### src/rtl/ig_stream_grad_pkg.sv
// +-----------------------------------------------------------------+
// | ig_pkg : shared types and helpers for the streaming gradient    |
// | Revision: 1.0                                                   |
// +-----------------------------------------------------------------+
`default_nettype none

package ig_pkg;

  typedef enum logic [1:0] {
    ST_IDLE  = 2'd0,
    ST_READ  = 2'd1,
    ST_FLUSH = 2'd2,
    ST_DONE  = 2'd3
  } state_t;

  localparam logic MODE_PACK = 1'b0;
  localparam logic MODE_L1   = 1'b1;

  // Two extra bits hold the sign and the range of a difference of unsigned pixels.
  function automatic int grad_width(input int dw);
    return dw + 2;
  endfunction

  // Places gx above gy, each masked to gw bits; the caller truncates to 2*gw.
  function automatic logic [63:0] pack_grad(input logic [31:0] gx,
                                            input logic [31:0] gy,
                                            input int          gw);
    logic [63:0] m;
    m = (64'd1 << gw) - 64'd1;
    return (({32'd0, gx} & m) << gw) | ({32'd0, gy} & m);
  endfunction

endpackage

`default_nettype wire

### src/rtl/ig_stream_grad_line_buf.sv
// +-----------------------------------------------------------------+
// | ig_line_buf : circular delay line giving taps at DEPTH, DEPTH-1 |
// | Revision: 1.0                                                   |
// +-----------------------------------------------------------------+
`default_nettype none

module ig_line_buf
  import ig_pkg::*;
#(
  parameter int DEPTH = 256,
  parameter int DW    = 8
) (
  input  logic          clk,
  input  logic          reset,
  input  logic          en_i,
  input  logic [DW-1:0] din_i,
  output logic [DW-1:0] tap_w_o,
  output logic [DW-1:0] tap_w1_o
);

  localparam int c_PW = (DEPTH > 1) ? $clog2(DEPTH) : 1;

  logic [DW-1:0]   mem_q [DEPTH];
  logic [c_PW-1:0] ptr_q;
  logic [c_PW-1:0] w_ptr_nx;

  assign w_ptr_nx = (ptr_q == c_PW'(DEPTH - 1)) ? '0 : ptr_q + 1'b1;

  always_ff @(posedge clk) begin
    if (reset) begin
      ptr_q <= '0;
    end else if (en_i) begin
      ptr_q <= w_ptr_nx;
    end
  end

  always_ff @(posedge clk) begin
    if (en_i) begin
      mem_q[ptr_q] <= din_i;
    end
  end

  // The slot about to be overwritten is DEPTH old; the next one is DEPTH-1 old.
  assign tap_w_o  = mem_q[ptr_q];
  assign tap_w1_o = mem_q[w_ptr_nx];

endmodule

`default_nettype wire

### src/rtl/ig_stream_grad.sv
// +-----------------------------------------------------------------+
// | ig_stream_grad : raster-order image gradient, packed or L1 mag  |
// | Revision: 1.0                                                   |
// +-----------------------------------------------------------------+
`default_nettype none

module ig_stream_grad
  import ig_pkg::*;
#(
  parameter int IMG_W = 256,
  parameter int IMG_H = 256,
  parameter int DW    = 8,
  parameter int AW    = 16,
  parameter int GW    = grad_width(DW)
) (
  input  logic            clk,
  input  logic            reset,
  input  logic            start,
  input  logic            mode,
  output logic            busy,
  output logic            done,
  output logic            img_rd,
  output logic            img_wr,
  output logic [AW-1:0]   img_addr,
  input  logic [DW-1:0]   img_di,
  output logic [DW-1:0]   img_do,
  output logic            grad_wr,
  output logic            grad_rd,
  output logic [AW-1:0]   grad_addr,
  output logic [2*GW-1:0] grad_do,
  input  logic [2*GW-1:0] grad_di
);

  localparam int c_N   = IMG_W * IMG_H;
  localparam int c_SW  = $clog2(c_N + IMG_W);
  localparam int c_CW  = (IMG_W > 1) ? $clog2(IMG_W) : 1;
  localparam int c_RW  = (IMG_H > 1) ? $clog2(IMG_H) : 1;
  localparam int c_OW  = 2 * GW;

  localparam logic [AW-1:0]   c_LAST_ADDR = AW'(c_N - 1);
  localparam logic [c_SW-1:0] c_S_N       = c_SW'(c_N);
  localparam logic [c_SW-1:0] c_S_W       = c_SW'(IMG_W);
  localparam logic [c_SW-1:0] c_S_LAST    = c_SW'(c_N + IMG_W - 1);
  localparam logic [c_CW-1:0] c_COL_LAST  = c_CW'(IMG_W - 1);
  localparam logic [c_RW-1:0] c_ROW_LAST  = c_RW'(IMG_H - 1);

  state_t state_q, state_d;

  logic            mode_q;
  logic [AW-1:0]   rd_cnt_q;
  logic            en_q, en_d;
  logic [c_SW-1:0] s_q;
  logic [c_CW-1:0] col_q;
  logic [c_RW-1:0] row_q;
  logic [AW-1:0]   wa_q;
  logic            grad_wr_q;
  logic [AW-1:0]   grad_addr_q;
  logic [c_OW-1:0] grad_do_q;

  logic                 w_s_last;
  logic                 w_emit;
  logic [DW-1:0]        w_pix;
  logic [DW-1:0]        w_tap_w;
  logic [DW-1:0]        w_tap_w1;
  logic signed [GW-1:0] w_prc, w_prc1, w_pr1c;
  logic signed [GW-1:0] w_gx, w_gy;
  logic [GW-1:0]        w_ax, w_ay, w_mag;
  logic [c_OW-1:0]      w_word;
  logic                 w_unused;

  always_ff @(posedge clk) begin
    if (reset) begin
      state_q <= ST_IDLE;
    end else begin
      state_q <= state_d;
    end
  end

  always_comb begin
    state_d = state_q;
    case (state_q)
      ST_IDLE:  if (start) state_d = ST_READ;
      ST_READ:  if (rd_cnt_q == c_LAST_ADDR) state_d = ST_FLUSH;
      ST_FLUSH: if (grad_wr_q && (grad_addr_q == c_LAST_ADDR)) state_d = ST_DONE;
      ST_DONE:  state_d = ST_IDLE;
      default:  state_d = ST_IDLE;
    endcase
  end

  always_comb begin
    busy   = (state_q != ST_IDLE);
    done   = (state_q == ST_DONE);
    img_rd = (state_q == ST_READ);
  end

  // Stream index s counts line-buffer shifts: N real pixels, then W zeros.
  assign w_s_last = (s_q == c_S_LAST);
  assign en_d     = (state_q == ST_READ) || (en_q && !w_s_last);
  assign w_emit   = en_q && (s_q >= c_S_W);
  assign w_pix    = (s_q < c_S_N) ? img_di : '0;

  ig_line_buf #(
    .DEPTH (IMG_W),
    .DW    (DW)
  ) u_line_buf (
    .clk      (clk),
    .reset    (reset),
    .en_i     (en_q),
    .din_i    (w_pix),
    .tap_w_o  (w_tap_w),
    .tap_w1_o (w_tap_w1)
  );

  assign w_prc  = {{(GW-DW){1'b0}}, w_tap_w};
  assign w_prc1 = {{(GW-DW){1'b0}}, w_tap_w1};
  assign w_pr1c = {{(GW-DW){1'b0}}, w_pix};
  assign w_gx   = (col_q == c_COL_LAST) ? '0 : (w_prc1 - w_prc);
  assign w_gy   = (row_q == c_ROW_LAST) ? '0 : (w_pr1c - w_prc);
  assign w_ax   = w_gx[GW-1] ? GW'(-w_gx) : GW'(w_gx);
  assign w_ay   = w_gy[GW-1] ? GW'(-w_gy) : GW'(w_gy);
  assign w_mag  = w_ax + w_ay;
  assign w_word = (mode_q == MODE_L1) ? {{GW{1'b0}}, w_mag}
                                      : c_OW'(pack_grad(32'(w_gx), 32'(w_gy), GW));

  always_ff @(posedge clk) begin
    if (reset) begin
      mode_q      <= MODE_PACK;
      rd_cnt_q    <= '0;
      en_q        <= 1'b0;
      s_q         <= '0;
      col_q       <= '0;
      row_q       <= '0;
      wa_q        <= '0;
      grad_wr_q   <= 1'b0;
      grad_addr_q <= '0;
      grad_do_q   <= '0;
    end else begin
      if ((state_q == ST_IDLE) && start) begin
        mode_q <= mode;
      end
      if (state_q == ST_READ) begin
        rd_cnt_q <= (rd_cnt_q == c_LAST_ADDR) ? '0 : rd_cnt_q + 1'b1;
      end
      en_q      <= en_d;
      s_q       <= (en_q && !w_s_last) ? s_q + 1'b1 : '0;
      grad_wr_q <= w_emit;
      if (w_emit) begin
        grad_addr_q <= wa_q;
        grad_do_q   <= w_word;
        wa_q        <= (wa_q == c_LAST_ADDR) ? '0 : wa_q + 1'b1;
        if (col_q == c_COL_LAST) begin
          col_q <= '0;
          row_q <= (row_q == c_ROW_LAST) ? '0 : row_q + 1'b1;
        end else begin
          col_q <= col_q + 1'b1;
        end
      end
    end
  end

  assign img_addr  = rd_cnt_q;
  assign grad_wr   = grad_wr_q;
  assign grad_addr = grad_addr_q;
  assign grad_do   = grad_do_q;
  assign img_wr    = 1'b0;
  assign img_do    = '0;
  assign grad_rd   = 1'b0;
  assign w_unused  = ^grad_di;

endmodule

`default_nettype wire
### config.mk
export PLATFORM = sky130hd
export DESIGN_NAME = ig_stream_grad
export DESIGN_NICKNAME = d
export VERILOG_FILES = /design/src/rtl/ig_stream_grad_pkg.sv /design/src/rtl/ig_stream_grad_line_buf.sv /design/src/rtl/ig_stream_grad.sv
export SDC_FILE = /design/constraint.sdc
export NUM_CORES = 2
export LEC_CHECK = 0
export CAP_MARGIN = 40
export CORE_UTILIZATION = 40
export CTS_CLUSTER_DIAMETER = 50
export DETAILED_ROUTE_END_ITERATION = 12
export SYNTH_ARGS = -nofsm -noshare
export SYNTH_HDL_FRONTEND = slang
export SYNTH_SLANG_ARGS = --single-unit
### constraint.sdc
create_clock -name clk -period 32.9 [get_ports clk]
set_clock_uncertainty 0.15 [all_clocks]
set_input_delay 4.935 -clock clk [delete_from_list [all_inputs] [get_ports clk]]
set_output_delay 4.935 -clock clk [all_outputs]
set_load 0.02 [all_outputs]
[Word-level counts from Yosys, hierarchy flattened]
Memory sizes are Yosys's and may differ from the RTL's. A register that Yosys moved wholly into a read port is not among the register bits.
Index checks and enable logic that the tools add are counted.
Storage, ports and cells
  flip-flop bits (word level): 114
  memory bits (writable): 2048
  bits of input ports: 32
  output and inout port bits: 66
  logic and storage cells: 71
  memories kept: 1
Memories
  u_line_buf.mem_q: depth 256, bits a word 8, read ports 2, clocked after Yosys merged registers in 1, wr ports 1, line ig_stream_grad_line_buf.sv:23  | logic [DW-1:0] mem_q [DEPTH];
Cells by class
  $add $sub $neg: 11
  magnitude comparators: 2
  equal/unequal tests: 13
  mux-type cells: 19
  bitwise operators: 2
  reductions and logical operators: 11
Operators with widths (count)
  == test 16 bit (second input constant): 3
  two-way mux 8 bit: 6
  two-way mux 10 bit: 4
  adder 16 x 1 -> 16 bit (second input constant): 2
  two-way mux 16 bit: 2
  adder 8 x 1 -> 8 bit (second input constant): 3
  == test 8 bit (second input constant): 3
  two-way mux 20 bit: 1
  negation 10 bit: 2
  bitwise OR 20 x 10 -> 20 bit: 1
  subtractor 8 x 8 -> 9 bit: 2
  adder 17 x 1 -> 17 bit (second input constant): 1
  == test 17 bit (second input constant): 1
  greater-or-equal comparator 17 x 9 -> 1 bit (second input constant): 1
  less-than comparator 17 bit (second input constant): 1
  adder 10 bit: 1
  one-hot mux 2 bit (4 select lines): 1
  two-way mux 2 bit: 3
  == test 2 bit (second input constant): 2
  logical AND 1 bit: 4
  inequality test 2 bit (second input constant): 2
  AND reduction 3 bit: 1
  == test 2 x 1 -> 1 bit (second input constant): 1
  zero test 2 bit: 1
  other kinds (8): 9

[Depth between registers and ports, before layout]
An unclocked memory read counts as a cell.
  depth after elaboration: 9
  mapped depth: 38
  depth with buffers taken out: 30

[Modules after synthesis]
Synthesis repeated with hierarchy kept, for this count alone.
Second synthesis, totals
  cells, all modules: 5612
  area total of the unflattened synthesis: 102145.5 µm²
Modules (own cells, without submodules)
  ig_line_buf: instances 1, cells an instance 4854, area an instance 96063.4 µm², sequential area each 61819.3 µm²
  ig_stream_grad: instances 1, cells an instance 758, area an instance 6082.1 µm², sequential area each 2102.0 µm²

[Worst setup path after synthesis]
No wires, ideal clock.
  path kind: input port to flip-flop
  start point: input img_di[2]
  end point: register grad_do_q[8] (netlist: grad_do[8])
  data arrival time: 14.990 ns
  setup slack: 17.675 ns
  stages on the path: 21
  buffers on the path: 0
  path through: nor2b_1 -> ha_1 -> nor2b_1 -> o21ai_0 -> a21boi_0 -> o21ai_0 -> nand2b_1 -> a31oi_1 -> nor2_1 -> a21oi_1 -> nor2_1 -> fa_1 -> a21o_1 -> a21oi_1 -> o21bai_1 -> a21oi_1 -> o21bai_1 -> a21oi_1 -> xnor2_1 -> mux2i_1 -> a211oi_1
Between the ends
  longest elaborated chain between the ends: 7
  elaborated cells between the ends (all ways): 8
  classes of those cells: add/sub (3); mux (4); bitwise (1)
Ends and longest elaborated chain
  start, declared: line ig_stream_grad.sv:25  | input logic [DW-1:0] img_di,
  two-way mux 8 bit (*): line ig_stream_grad.sv:100  | assign w_pix = (s_q < c_S_N) ? img_di : '0;
  subtractor 8 x 8 -> 9 bit (*): line ig_stream_grad.sv:118  | assign w_gy = (row_q == c_ROW_LAST) ? '0 : (w_pr1c - w_prc);
  two-way mux 10 bit (*): line ig_stream_grad.sv:118
  negation 10 bit: line ig_stream_grad.sv:120  | assign w_ay = w_gy[GW-1] ? GW'(-w_gy) : GW'(w_gy);
  two-way mux 10 bit: line ig_stream_grad.sv:120
  adder 10 bit: line ig_stream_grad.sv:121  | assign w_mag = w_ax + w_ay;
  two-way mux 20 bit (*): line ig_stream_grad.sv:122  | assign w_word = (mode_q == MODE_L1) ? {{GW{1'b0}}, w_mag}
  end signal, assigned: line ig_stream_grad.sv:149  | grad_do_q <= w_word;
  end, declared: line ig_stream_grad.sv:58  | logic [c_OW-1:0] grad_do_q;
Mark *: on every way between the ends. The rest lies on a longest branch, timed or not.
A chain may end at the register's enable or synchronous reset.

[Final worst setup path]
  start point: register u_line_buf.ptr_q[0]
  end point: register grad_do_q[8] (netlist: grad_do[8])
Between the ends
  longest elaborated chain between the ends: 9
  elaborated cells between the ends (all ways): 10
  classes of those cells: add/sub (4); eq/ne (1); mux (4); memory (1)
Ends and longest elaborated chain
  start, declared: line ig_stream_grad_line_buf.sv:24  | logic [c_PW-1:0] ptr_q;
  start signal, assigned: line ig_stream_grad_line_buf.sv:33  | ptr_q <= w_ptr_nx;
  adder 8 x 1 -> 8 bit / == test 8 bit (equally long branches): line ig_stream_grad_line_buf.sv:27  | assign w_ptr_nx = (ptr_q == c_PW'(DEPTH - 1)) ? '0 : ptr_q + 1'b1;
  two-way mux 8 bit (*): line ig_stream_grad_line_buf.sv:27
  net u_line_buf.w_ptr_nx[1]: line ig_stream_grad_line_buf.sv:25  | logic [c_PW-1:0] w_ptr_nx;
  memory read (256 x 8 bit) (*)
  subtractor 8 x 8 -> 9 bit (*): line ig_stream_grad.sv:117  | assign w_gx = (col_q == c_COL_LAST) ? '0 : (w_prc1 - w_prc);
  two-way mux 10 bit (*): line ig_stream_grad.sv:117
  negation 10 bit: line ig_stream_grad.sv:119  | assign w_ax = w_gx[GW-1] ? GW'(-w_gx) : GW'(w_gx);
  two-way mux 10 bit (*): line ig_stream_grad.sv:119
  adder 10 bit (*): line ig_stream_grad.sv:121
  two-way mux 20 bit (*): line ig_stream_grad.sv:122
The timed path passes the listed nets; every way through them passes the cells marked *.

==> impl_metrics.json <==
{
  "r2r-end": "grad_do[8]",
  "ir_drop_v": 0.000113,
  "setup_violations": 0,
  "period_needed_ps": 10400,
  "cts_buffer_depth": 3,
  "ios": 98,
  "period_share": 0.316,
  "rsz0062_at_grt": "no",
  "yosysTopAreaCellShare": 0.603,
  "hp-start": "grad_do[9]",
  "io_buffers": 67,
  "clock-sinks": 2169,
  "synth.area.top_cells": "edfxtp_1 60%, mux4_2 27%, dfxtp_1 2.4%",
  "core-area_um2": 254000,
  "wl_met1_um": 124000,
  "dpl.hpwl_um": 213000,
  "reg2reg_depth": 34,
  "grt_pass1_wl_um": 457000,
  "worst_hold_path.endpoint": "grad_do[9]",
  "row_count": 185,
  "chipWidth_um": 507,
  "routedWlPerCell_um": 35.1,
  "hold_buffers": 0,
  "cts.repair.resized": 0,
  "wl_met2_um": 148000,
  "synth_largest_area_cell": "edfxtp_1",
  "tightest_slew_ps": 1030,
  "tns_ps": 0,
  "worstPathRequired_ps": 33530,
  "vias": 60100,
  "drtPass1Iterations": 6,
  "cts_tree": "built",
  "drc": 0,
  "max_stage_delay_ps": 660,
  "synth_cell_types": 70,
  "slew_headroom": 0.313,
  "slowest_stage": "mux4_2",
  "finalNonFillerCells": 9285,
  "area_delta_synth_final_pct": 13.9,
  "track_usage": 0.252,
  "yosysSeqAreaShare": 0.626,
  "cts_buffers": 231,
  "yosys_warnings": 0,
  "crit_path_end_kind": "register",
  "synthArstFlopShare": 0,
  "synth_ff_type": "edfxtp_1",
  "status": "finished, final reports clean",
  "max-cap-violations": 0,
  "cts_max_level": 4,
  "path_class": "register to register",
  "worstSkewPairLatency_ps": 900,
  "met3_length_um": 37300,
  "cts-root-buf": "clkbuf_16",
  "die_area_um2": 257000,
  "min_path_cells": 2,
  "min_path_type": "register to register",
  "cts_setup_buffers": 0,
  "antenna_found_initial": 21,
  "start_util": 0.402,
  "chipHeight_um": 507,
  "gr-total-overflow": 0,
  "via_per_inst": 6.47,
  "drive_gt1_frac": 0.333,
  "crit_top_cell": "a21oi_1",
  "regToRegStartpoint": "u_line_buf.ptr_q[0]",
  "power_density_nw_per_um2": 73.5,
  "grt_pass1_vias": 59300,
  "nets": 5784,
  "power.leakage_nw": 35.2,
  "start_kind": "register",
  "drt_iter0_markers": 8775,
  "reg2reg_setup_slack_ps": 22500,
  "synth-edff-count": 2048,
  "wl_um": 326000,
  "ys_ff_latch": 2169,
  "slew_violations": 0,
  "final-hold-violation-count": 0,
  "cp.arrival_ps": 11030,
  "ant_nets": 0,
  "grt_max_degree": 103,
  "top_layer_used": "met5",
  "cts.clk_slew.worst_paths_ps": 60,
  "worstPathMaxFanout": 34,
  "synth.avg_cell_area_um2": 18.7,
  "netlist_area_um2": 102000,
  "synthCells": 5447,
  "fmax_mhz": 96.2,
  "place_inst": 8839,
  "gp_congestion": 0.930
}
-- cell type report --
class | count | area [µm²]
inverters | 42 | 170
repair buffers | 443 | 4150
clock buffers | 284 | 6000
diodes | 11 | 27.5
well taps | 3366 | 4210
fillers | 21300 | 138000
multi-input cells | 2820 | 36300
flip-flops and latches | 2169 | 63900
clock inverters | 150 | 1500
-- logic make-up after synthesis --
family / after synthesis / synth area share
flip-flops: 2169 / 0.626
adder cells (fa/ha/maj): 45 / 0.00574
XOR/XNOR: 82 / 0.00711
buffers and inverters: 467 / 0.0206
other: 1 / 0.0000368
AO/OA/AOI/OAI: 350 / 0.0226
multiplexers: 1283 / 0.273
AND/OR/NAND/NOR: 1050 / 0.0442
-- synth_stat cells, types with 33 or more instances --
master,n
dfxtp_1,121
inv_1,40
o21ai_0,34
buf_4,46
clkbuf_1,164
a21oi_1,105
ha_1,42
nand2_1,365
buf_1,75
and3_1,33
nand3_1,106
mux2i_1,81
edfxtp_1,2048
buf_2,139
nor2_1,397
nor3_1,39
mux4_2,1202
xor2_1,44
xnor2_1,37
-- registers in the layout, summed over array words and instances, names as in the netlist, 8 cells and up, named ones only --
signal,flops
s_q,17
row_q,8
img_addr,16
col_q,8
grad_do,19
wa_q,16
u_line_buf.mem_q,2048
grad_addr,16
u_line_buf.ptr_q,8
-- through the flow --
stage / hold WS, ps / total power [mW] / util / instance area (µm²) / setup slack [ps]
after detailed placement: 305 / 5.96 / 0.428 / 109000 / 22660
after global routing: 319 / 8.82 / 0.458 / 116000 / 21920
final: 310 / 8.54 / 0.458 / 116000 / 22500
after global placement: 300 / 5.95 / 0.420 / 107000 / 22390
after CTS: 313 / 8.54 / 0.458 / 116000 / 22560
after floorplan: 291 / 5.11 / - / 102000 / 17670
-- critical path: cells and delay by family, from the launching register on --
| kind | cells | cell delay, ps |
|---|---|---|
| flops | 1 | 630 |
| compound gates | 17 | 3310 |
| mux | 3 | 1310 |
| fa+ha+maj | 4 | 1500 |
| simple gates | 2 | 630 |
| xor+xnor | 1 | 140 |
| buf+inv | 7 | 2450 |
-- power breakdown --
part	internal [mW]	total (mW)	leakage (nW)	switching, mW
combinational	1.25	2.88	12.2	1.63
sequential	3.03	3.06	19.4	0.0310
clock	1.47	2.60	3.62	1.12
-- cell usage in the layout, fill, tap and decap left out, types with 35 or more instances in the layout --
master	n
clkinv_1	44
clkinv_2	37
dfxtp_1	113
edfxtp_1	2048
buf_6	62
xor2_1	43
clkbuf_16	232
buf_4	282
nand3_1	103
ha_1	41
a21oi_1	104
nor3_1	37
nand2_1	360
clkbuf_1	52
mux2i_1	81
clkdlybuf4s50_1	66
inv_1	38
xnor2_1	35
nor2_1	393
mux4_2	1202
-- per-layer routing --
metal,track usage,vias to the layer above
met2,0.378,3853
met3,0.0688,656
met1,0.343,32100
met5,0,-
li1,-,23400
met4,0.117,16
-- worst max path at each step --
stage / start / endpoint / cells past startpoint
after detailed placement: u_line_buf.ptr_q[0] / grad_do[8] / 34
after floorplan: img_di[2] / grad_do[8] / 21
after global routing: u_line_buf.ptr_q[0] / grad_do[8] / 34
after global placement: u_line_buf.ptr_q[0] / grad_do[8] / 33
final: u_line_buf.ptr_q[0] / grad_do[8] / 34
after CTS: u_line_buf.ptr_q[0] / grad_do[8] / 34
Note: power is estimated with default switching activity, not from simulation.
